===== src/rtl/mem_arbiter.sv =====
// mem_arbiter: shares one single-cycle memory between a fetch port and a data port,
// favouring data accesses but promoting a fetch that has waited MAX_WAIT cycles.
module mem_arbiter #(
    parameter int MAX_WAIT = 4
) (
    input  logic        clk,
    input  logic        reset,
    input  logic        i_req,
    input  logic [31:0] i_addr,
    output logic        i_gnt,
    output logic        i_rvalid,
    output logic [31:0] i_rdata,
    input  logic        d_req,
    input  logic        d_we,
    input  logic [31:0] d_addr,
    input  logic [31:0] d_wdata,
    output logic        d_gnt,
    output logic        d_rvalid,
    output logic [31:0] d_rdata,
    output logic        m_en,
    output logic        m_we,
    output logic [31:0] m_addr,
    output logic [31:0] m_wdata,
    input  logic [31:0] m_rdata
);
    typedef enum logic [1:0] {OWN_NONE, OWN_I, OWN_D} owner_t;
    owner_t     owner;
    logic [3:0] wait_cnt;
    logic       starved;
    // grants are gated by reset so they drop the instant reset asserts
    always_comb begin
        starved = wait_cnt == 4'(MAX_WAIT);
        i_gnt   = reset & i_req & (~d_req | starved);
        d_gnt   = reset & d_req & ~i_gnt;
        m_en    = i_gnt | d_gnt;
        m_we    = d_gnt & d_we;
        m_addr  = d_gnt ? d_addr : i_addr;
        m_wdata = d_wdata;
    end
    assign i_rvalid = owner == OWN_I;
    assign d_rvalid = owner == OWN_D;
    assign i_rdata  = m_rdata;
    assign d_rdata  = m_rdata;
    always_ff @(posedge clk or negedge reset) begin
        if (!reset) begin
            wait_cnt <= '0;
            owner    <= OWN_NONE;
        end else begin
            wait_cnt <= (i_req & ~i_gnt) ? (starved ? wait_cnt : wait_cnt + 4'd1) : 4'd0;
            owner    <= i_gnt ? OWN_I : (d_gnt & ~d_we) ? OWN_D : OWN_NONE;
        end
    end
endmodule


===== config.mk =====
export PLATFORM = sky130hd
export DESIGN_NAME = mem_arbiter
export DESIGN_NICKNAME = d
export VERILOG_FILES = /design/src/rtl/mem_arbiter.sv
export SDC_FILE = /design/constraint.sdc
export NUM_CORES = 1
export LEC_CHECK = 0
export ABC_CLOCK_PERIOD_IN_PS = 4100
export BUFFER_PORTS_ARGS = -buffer_cell sky130_fd_sc_hd__buf_2
export CELL_PAD_IN_SITES_DETAIL_PLACEMENT = 0
export CELL_PAD_IN_SITES_GLOBAL_PLACEMENT = 1
export CORE_AREA = 2 2 103 105
export DETAILED_ROUTE_END_ITERATION = 10
export DIE_AREA = 0 0 105 107
export PLACE_DENSITY = 0.83
export SLEW_MARGIN = 5
export SYNTH_ARGS = -nofsm -noshare
export SYNTH_HDL_FRONTEND = slang
export SYNTH_SLANG_ARGS = --single-unit

===== constraint.sdc =====
create_clock -name clk -period 4.1 [get_ports clk]
set_input_delay 0.205 -clock clk [delete_from_list [all_inputs] [get_ports clk]]
set_output_delay 0.205 -clock clk [all_outputs]
set_load 0.02 [all_outputs]

### Word-level counts from Yosys, hierarchy flattened

Index checks and enable logic that the tools add are counted.
Widths: inputs -> output; s select.

* bits in registers: 6
* bits of input ports: 133
* output and inout bits: 134
* logic and storage cells: 24

* add/sub/neg operators: 1
* equal/unequal tests: 4
* mux-type cells: 5
* bitwise operators: 12

Operator list (number)
* $mux 32: 1
* $mux 4: 2
* $and 1x1->1: 7
* $add 4x1->4 const B: 1
* $eq 4x3->1 const B: 1
* $mux 2: 2
* $not 1->1: 3
* $eq 2x1->1 const B: 1
* $eq 2x2->1 const B: 1
* $ne 2x2->1 const B: 1
* $or 1x1->1: 2

### Longest topological paths before layout

Gate-level depths: netlist of the first run.

* depth after elaboration: 8
* depth in mapped cells: 7
* mapped depth without buffers: 5

### Worst setup path after synthesis of the first run

No wires, ideal clock.

* path kind: register to output
* start point: reg wait_cnt[0]
* end point: out m_addr[24]
* arrival time: 1.615 ns
* data required time: 3.895 ns
* setup slack: 2.280 ns
* cell stages (with the launch flop): 8
* cells stage by stage: dfrtp_1 inv_1 ha_1 nand3b_4 o211a_1 buf_6 buf_8 mux2_4

* word-level cells in the longest chain between the ends: 6

RTL lines
* from (decl): line 28 `logic [3:0] wait_cnt;`
* from (signal assigned): line 49 `wait_cnt <= (i_req & ~i_gnt) ? (starved ? wait_cnt : wait_cnt + 4'd1) : 4'd0;`
* $eq 4x3->1: line 32 `starved = wait_cnt == 4'(MAX_WAIT);`
* $or 1x1->1: line 33 `i_gnt = reset & i_req & (~d_req | starved);`
* $and 1x1->1: line 33
* $not 1->1: line 34 `d_gnt = reset & d_req & ~i_gnt;`
* $and 1x1->1: line 34
* net d_gnt: line 17 `output logic d_gnt,`
* $mux 32: line 37 `m_addr = d_gnt ? d_addr : i_addr;`
* to (decl): line 22 `output logic [31:0] m_addr,`

The timed path passes the listed nets, and every way through them passes these cells.

### Worst setup path after layout of the first run

* start point: reg wait_cnt[0]
* end point: out m_addr[9]

* word-level cells in the longest chain between the ends: 6

RTL lines (line)
* $eq 4x3->1: 32
* $or 1x1->1: 33
* $and 1x1->1: 33
* $not 1->1: 34
* $and 1x1->1: 34
* $mux 32: 37

Every way passes these cells.

==> flow_summary.toml, run 1 <==
[run_status]
outcome = "complete, no violations"

[clock_network]
path_clk_slew_ns = 0.04
cts_buffers = 3
clkLatencyLatePin_ns = 0.22
cts_hold_buf = 1
htreeDepth = 1
post-cts-setup-buffers = 0
clkSinkCount = 6
clockBufferDepth = 2
ctsResizeCount = 0
clockRootBuffer = "clkbuf_8"
cts_tree = "done"

[global_routing]
antenna_found_initial = 0
grt_max_degree = 20
grtUsageTotal_pct = 6.19
grt_pass1_wl_um = 5330
grt_overflow = 0
grt_pass1_vias = 1069

[setup_path]
worstPathRequired_ns = 3.89
cp_slowest_stage_delay_ns = 0.55
worst_setup_path_end_kind = "output pin"
critPathBufInv = 3
slowest_stage = "o211a_2"
startpoint_type = "flop"
critPathTopFamily = "buffers and inverters"
cp_max_fo = 19
cp.arrival_ns = 2.53
worstSetupPathType = "flop to output pin"
path_cells = "inv_1 > ha_1 > nand3b_4 > o211a_2 > buf_4 > mux2_4 > buf_2"

[detailed_routing]
first_pass_iters = 2
drc = 0
drt_iter0_drc = 15
via_count = 1019
routedWlPerCell_um = 11.9
drt_wl_total_um = 3690
vias_per_cell = 3.28
ant_nets = 0

[power_and_ir_drop]
p_seq_share_pct = 21.1
p_int_w = 0.000226
pwr-share-clk_pct = 25.0
p_leak_nw = 0.856
power.switching_w = 0.000130
swShare_pct = 36.5
power_density_nw_per_um2 = 229
ir_drop_mv = 0.0799
p_comb_share_pct = 54.0

[hold_path]
worstHoldPathType = "primary input to flop"

[timing]
slew_viol_final = 0
tightest_slew_ns = 0.560
skew_ns = 0.000258
finalHoldViolCount = 0
max_freq_ghz = 0.365
finalCriticalPeriod_ns = 2.74
setup_viol = 0
fin_tns_setup_ns = 0
min_period_over_period_pct = 66.8
slew_headroom_pct = 62.7
rsz0062_at_grt = "false"

[finish]
area_delta_synth_final_pct = -1.74
finalNetCount = 312
n_antenna_cell = 0
fin_cells = 311
drive_gt1_share_pct = 82.3

[run]
cap_violations = 0

[synthesis]
syn_area_sq_um = 1580
synth-seq-cells = 6
yosysSeqAreaShare_pct = 9.49
synth_compound_area_share_pct = 2.14
muxShareOfSynthArea_pct = 30.5
synth_fp_nets = 299
syn_area_per_cell_sq_um = 9.64
synth_top_family_by_area = "buffers and inverters"
synthXorXnorAreaFrac_pct = 1.11
synth-warning-count = 0
synthDistinctLibCells = 21
syn-instance-count = 164
synthAdderAreaFrac_pct = 1.58
synthSimpleGateAreaFrac_pct = 4.75

[floorplan]
start_util_pct = 15.7
num_rows = 37
die_y_um = 107
core_sq_um = 10100
die_area_sq_um = 11200
io_pins = 267
die_x_um = 105

[placed_design]
place_congestion = 0.681
post-place-cells = 307
hpwl_um = 3280
portBuffers = 106
## power groups by stage
stage | Clock [W] | Combinational (W) | Sequential (W)
4_1_cts | 0.0000918 | 0.000196 | 0.0000750
2_1_floorplan | 0 | 0.000267 | 0.0000734
6_report | 0.0000889 | 0.000192 | 0.0000751
3_3_place_gp | 0 | 0.000190 | 0.0000741
3_5_place_dp | 0 | 0.000194 | 0.0000758
5_1_grt | 0.0000928 | 0.000208 | 0.0000764
## cells in the mapped netlist
cell type | number | area [sq um]
nor2_1 | 4 | 15.0
a31oi_1 | 1 | 6.26
inv_1 | 3 | 11.3
buf_8 | 1 | 15.0
nand2_1 | 1 | 3.75
o211a_1 | 1 | 10.0
xnor2_1 | 2 | 17.5
mux2_4 | 27 | 405
mux2_2 | 5 | 56.3
ha_1 | 2 | 25.0
buf_6 | 1 | 11.3
nand3_1 | 1 | 5.00
o21a_1 | 1 | 7.51
mux2i_1 | 2 | 20.0
and2_1 | 1 | 6.26
a21oi_1 | 2 | 10.0
buf_4 | 96 | 721
nor2b_1 | 4 | 25.0
nand3b_4 | 1 | 20.0
buf_12 | 2 | 40.0
dfrtp_1 | 6 | 150
## layer usage
layer / global-route usage, % / part of all wire [%] / vias up
met1: 6.45 / 35 / 443
li1: - / - / 457
met4: 4.19 / 3.9 / 0
met3: 2.49 / 13 / 19
met5: 0 / 0 / -
met2: 10.3 / 47 / 100
## registers in the layout, summed over array words and instances (netlist names)
signal,cells
wait_cnt,4
owner,2
## cell type report
cell class	count	area [sq um]
clock buffers	3	41.3
repair buffers	108	548
flip-flops and latches	6	150
well taps	136	170
fillers	1184	8540
inverters	3	11.3
multi-input cells	55	633
## layout by cell type, fill, tap and decap left out, types with 2 or more instances in the layout
cell and count:
buf_2 106, mux2_4 27, dfrtp_1 6, mux2_2 5, nor2b_1 4, nor2_1 4
inv_1 3, clkbuf_8 3, a21oi_1 2, xnor2_1 2, mux2i_1 2, ha_1 2
## worst paths after layout
| check | depth (start not counted) | startpoint | slack [ns] | end |
|---|---|---|---|---|
| max | 7 | wait_cnt[0] | 1.36 | m_addr[9] |
| min | 2 | d_we | 0.16 | owner[1] |
| max reg2reg | 5 | wait_cnt[0] | 2.39 | owner[1] |
| min reg2reg | 2 | wait_cnt[3] | 0.56 | wait_cnt[3] |
| max in group asynchronous | 2 | reset | 3.55 | wait_cnt[1] |
| min in group asynchronous | 2 | reset | 0.38 | wait_cnt[2] |
## cell families after synthesis
logic type	after synthesis
mux	34
simple gates	12
fa+ha+maj	2
xor+xnor	2
flops	6
buf+inv	103
compound gates	5
## through the flow
step	power (W)	hold slack, ns	setup WS (ns)	util [%]	area, sq um
floorplan	0.000341	-0.0906	2.28	-	1580
global placement	0.000264	0.0598	1.66	14.9	1500
detailed placement	0.000270	0.0605	1.56	14.9	1500
CTS	0.000362	0.172	1.32	15.4	1550
global route	0.000377	0.186	1.20	15.4	1550
finish	0.000356	0.165	1.36	15.4	1550
Power figures use the tool's default switching activity.
==> inputs of run 2 (changes only) <==
--- a/config.mk
+++ b/config.mk
@@ -5,13 +5,13 @@
 export SDC_FILE = /design/constraint.sdc
 export NUM_CORES = 1
 export LEC_CHECK = 0
-export ABC_CLOCK_PERIOD_IN_PS = 4100
+export ABC_CLOCK_PERIOD_IN_PS = 2200
 export BUFFER_PORTS_ARGS = -buffer_cell sky130_fd_sc_hd__buf_2
 export CELL_PAD_IN_SITES_DETAIL_PLACEMENT = 0
 export CELL_PAD_IN_SITES_GLOBAL_PLACEMENT = 1
-export CORE_AREA = 2 2 103 105
+export CORE_ASPECT_RATIO = 1.5
+export CORE_UTILIZATION = 15
 export DETAILED_ROUTE_END_ITERATION = 10
-export DIE_AREA = 0 0 105 107
 export PLACE_DENSITY = 0.83
 export SLEW_MARGIN = 5
 export SYNTH_ARGS = -nofsm -noshare
==> constraint.sdc (replaced) <==
create_clock -name clk -period 2.2 [get_ports clk]
set_input_delay 0.11 -clock clk [delete_from_list [all_inputs] [get_ports clk]]
set_output_delay 0.11 -clock clk [all_outputs]
set_load 0.02 [all_outputs]
==> flow_summary.toml, run 2 (synthesis gave the netlist of run 1 again) <==
[setup_path]
critPathBufInv = 3
timing.rr.start = "wait_cnt[0]"
cp.arrival_ns = 1.98
startpoint = "wait_cnt[0]"
path_cells = "inv_1 > ha_1 > nand3b_4 > o211a_4 > clkbuf_16 > mux2_4 > buf_2"
startpoint_type = "flop"
cp_max_fo = 12
critPathTopFamily = "buffers and inverters"
worstPathRequired_ns = 2.09
cp_slowest_stage_delay_ns = 0.41
worst_setup_path_end_kind = "output pin"
slowest_stage = "dfrtp_1"
worstSetupPathType = "flop to output pin"

[clock_network]
path_clk_slew_ns = 0.03
cts_tree = "done"
clkLatencyLatePin_ns = 0.23
cts_buffers = 3
clkSinkCount = 6
post-cts-setup-buffers = 0
clockRootBuffer = "clkbuf_16"
htreeDepth = 1
clockBufferDepth = 2

[floorplan]
start_util_pct = 15.5
die_y_um = 128
io_pins = 267
num_rows = 45
core_sq_um = 10200
die_area_sq_um = 11000
die_x_um = 85.8

[detailed_routing]
drt_iter0_drc = 8
drc = 0
drt_wl_total_um = 3790
first_pass_iters = 2
ant_nets = 0
routedWlPerCell_um = 11.9
via_count = 1090
vias_per_cell = 3.43

[finish]
drive_gt1_share_pct = 82.5
reg.largest.list = "wait_cnt x4, owner x2"
layout_commonest_cell = "buf_2"
mostFrequentLayoutCells = "106 x buf_2, 27 x mux2_4, 6 x dfrtp_1, 5 x mux2_2"
n_antenna_cell = 0
largest_register_ffs = 4
max_flop_register = "wait_cnt"
finalNetCount = 314
area_delta_synth_final_pct = 4.35

[placed_design]
portBuffers = 106
place_congestion = 0.725
preCtsSetupSlack_ns = 0.304
hpwl_um = 3140

[timing]
finalHoldViolCount = 0
tightest_slew_ns = 0.340
fin_tns_setup_ns = 0
setup_slack_ns = 0.106
finalCriticalPeriod_ns = 2.09
slew_viol_final = 0
rsz0062_at_grt = "false"
setup_viol = 0
max_freq_ghz = 0.478
slew_headroom_pct = 77.2
min_period_over_period_pct = 95.2
skew_ns = 0.000897

[global_routing]
grt_pass1_vias = 1101
grt_pass1_wl_um = 5040
grtUsageTotal_pct = 6.20
antenna_found_initial = 0
grt_max_degree = 26
grt_overflow = 0

[run]
cap_violations = 0

[power_and_ir_drop]
power_density_nw_per_um2 = 486
p_leak_nw = 0.894
ir_drop_mv = 0.427

[run_status]
outcome = "complete, no violations"

[hold_path]
worstHoldPathType = "primary input to flop"
min_from = "d_we"
## run 2: changes by cell type in the layout (fill, tap and decap cells not counted), sizes merged
cell and delta:
buf +1, clkbuf +1
## run 2: worst paths after layout
path | end | slack [ns] | cells past startpoint
setup / recovery | m_addr[27] | 0.11 | 7
hold / removal | owner[1] | 0.04 | 2
setup reg to reg | owner[1] | 0.65 | 6
hold reg to reg | wait_cnt[3] | 0.57 | 2
max in group asynchronous | wait_cnt[2] | 1.74 | 2
min in group asynchronous | owner[1] | 0.27 | 2
## run 2: timing repair
action	CTS	global route
endpoints found under the hold margin	6	0
setup endpoints to repair	0	12
hold buffers	1	0
resized for setup	0	2
## run 2: metal layers
| layer | share of wire, % | track usage, % | up-vias |
|---|---|---|---|
| met3 | 13 | 1.29 | 55 |
| met2 | 46 | 10.6 | 116 |
| li1 | - | - | 460 |
| met4 | 13 | 10.0 | 0 |
| met1 | 28 | 4.49 | 459 |
| met5 | 0 | 0 | - |
## run 2: final cells by class
class / count / area [sq um]
clock buffers: 3 / 75.1
fillers: 1153 / 8540
inverters: 3 / 11.3
multi-input cells: 55 / 641
flip-flops and latches: 6 / 150
well taps: 141 / 176
repair buffers: 110 / 597
## run 2: stage by stage
stage | instance area, sq um | cells | utilization, % | hold slack, ns | total power (W)
final | 1650 | 318 | 16.2 | 0.0402 | 0.000802
after global routing | 1650 | 318 | 16.2 | 0.0552 | 0.000848
after CTS | 1610 | 317 | 15.8 | 0.0406 | 0.000804
after detailed placement | 1530 | 313 | 15.0 | -0.0322 | 0.000503
after global placement | 1530 | 313 | 15.0 | -0.0390 | 0.000490
after floorplan | 1580 | 164 | - | -0.186 | 0.000635
## run 2: worst register-to-register path: cells and delay by family (launching register included)
| family | cells | cell delay, ns |
|---|---|---|
| flops | 1 | 0.41 |
| compound gates | 1 | 0.29 |
| simple gates | 2 | 0.28 |
| buf+inv | 2 | 0.26 |
| fa+ha+maj | 1 | 0.21 |
## run 2: power breakdown
part / total [W] / internal, W / leakage (nW) / switching [W]
sequential: 0.000139 / 0.000124 / 0.0806 / 0.0000145
combinational: 0.000371 / 0.000192 / 0.776 / 0.000179
clock: 0.000292 / 0.000233 / 0.0370 / 0.0000594
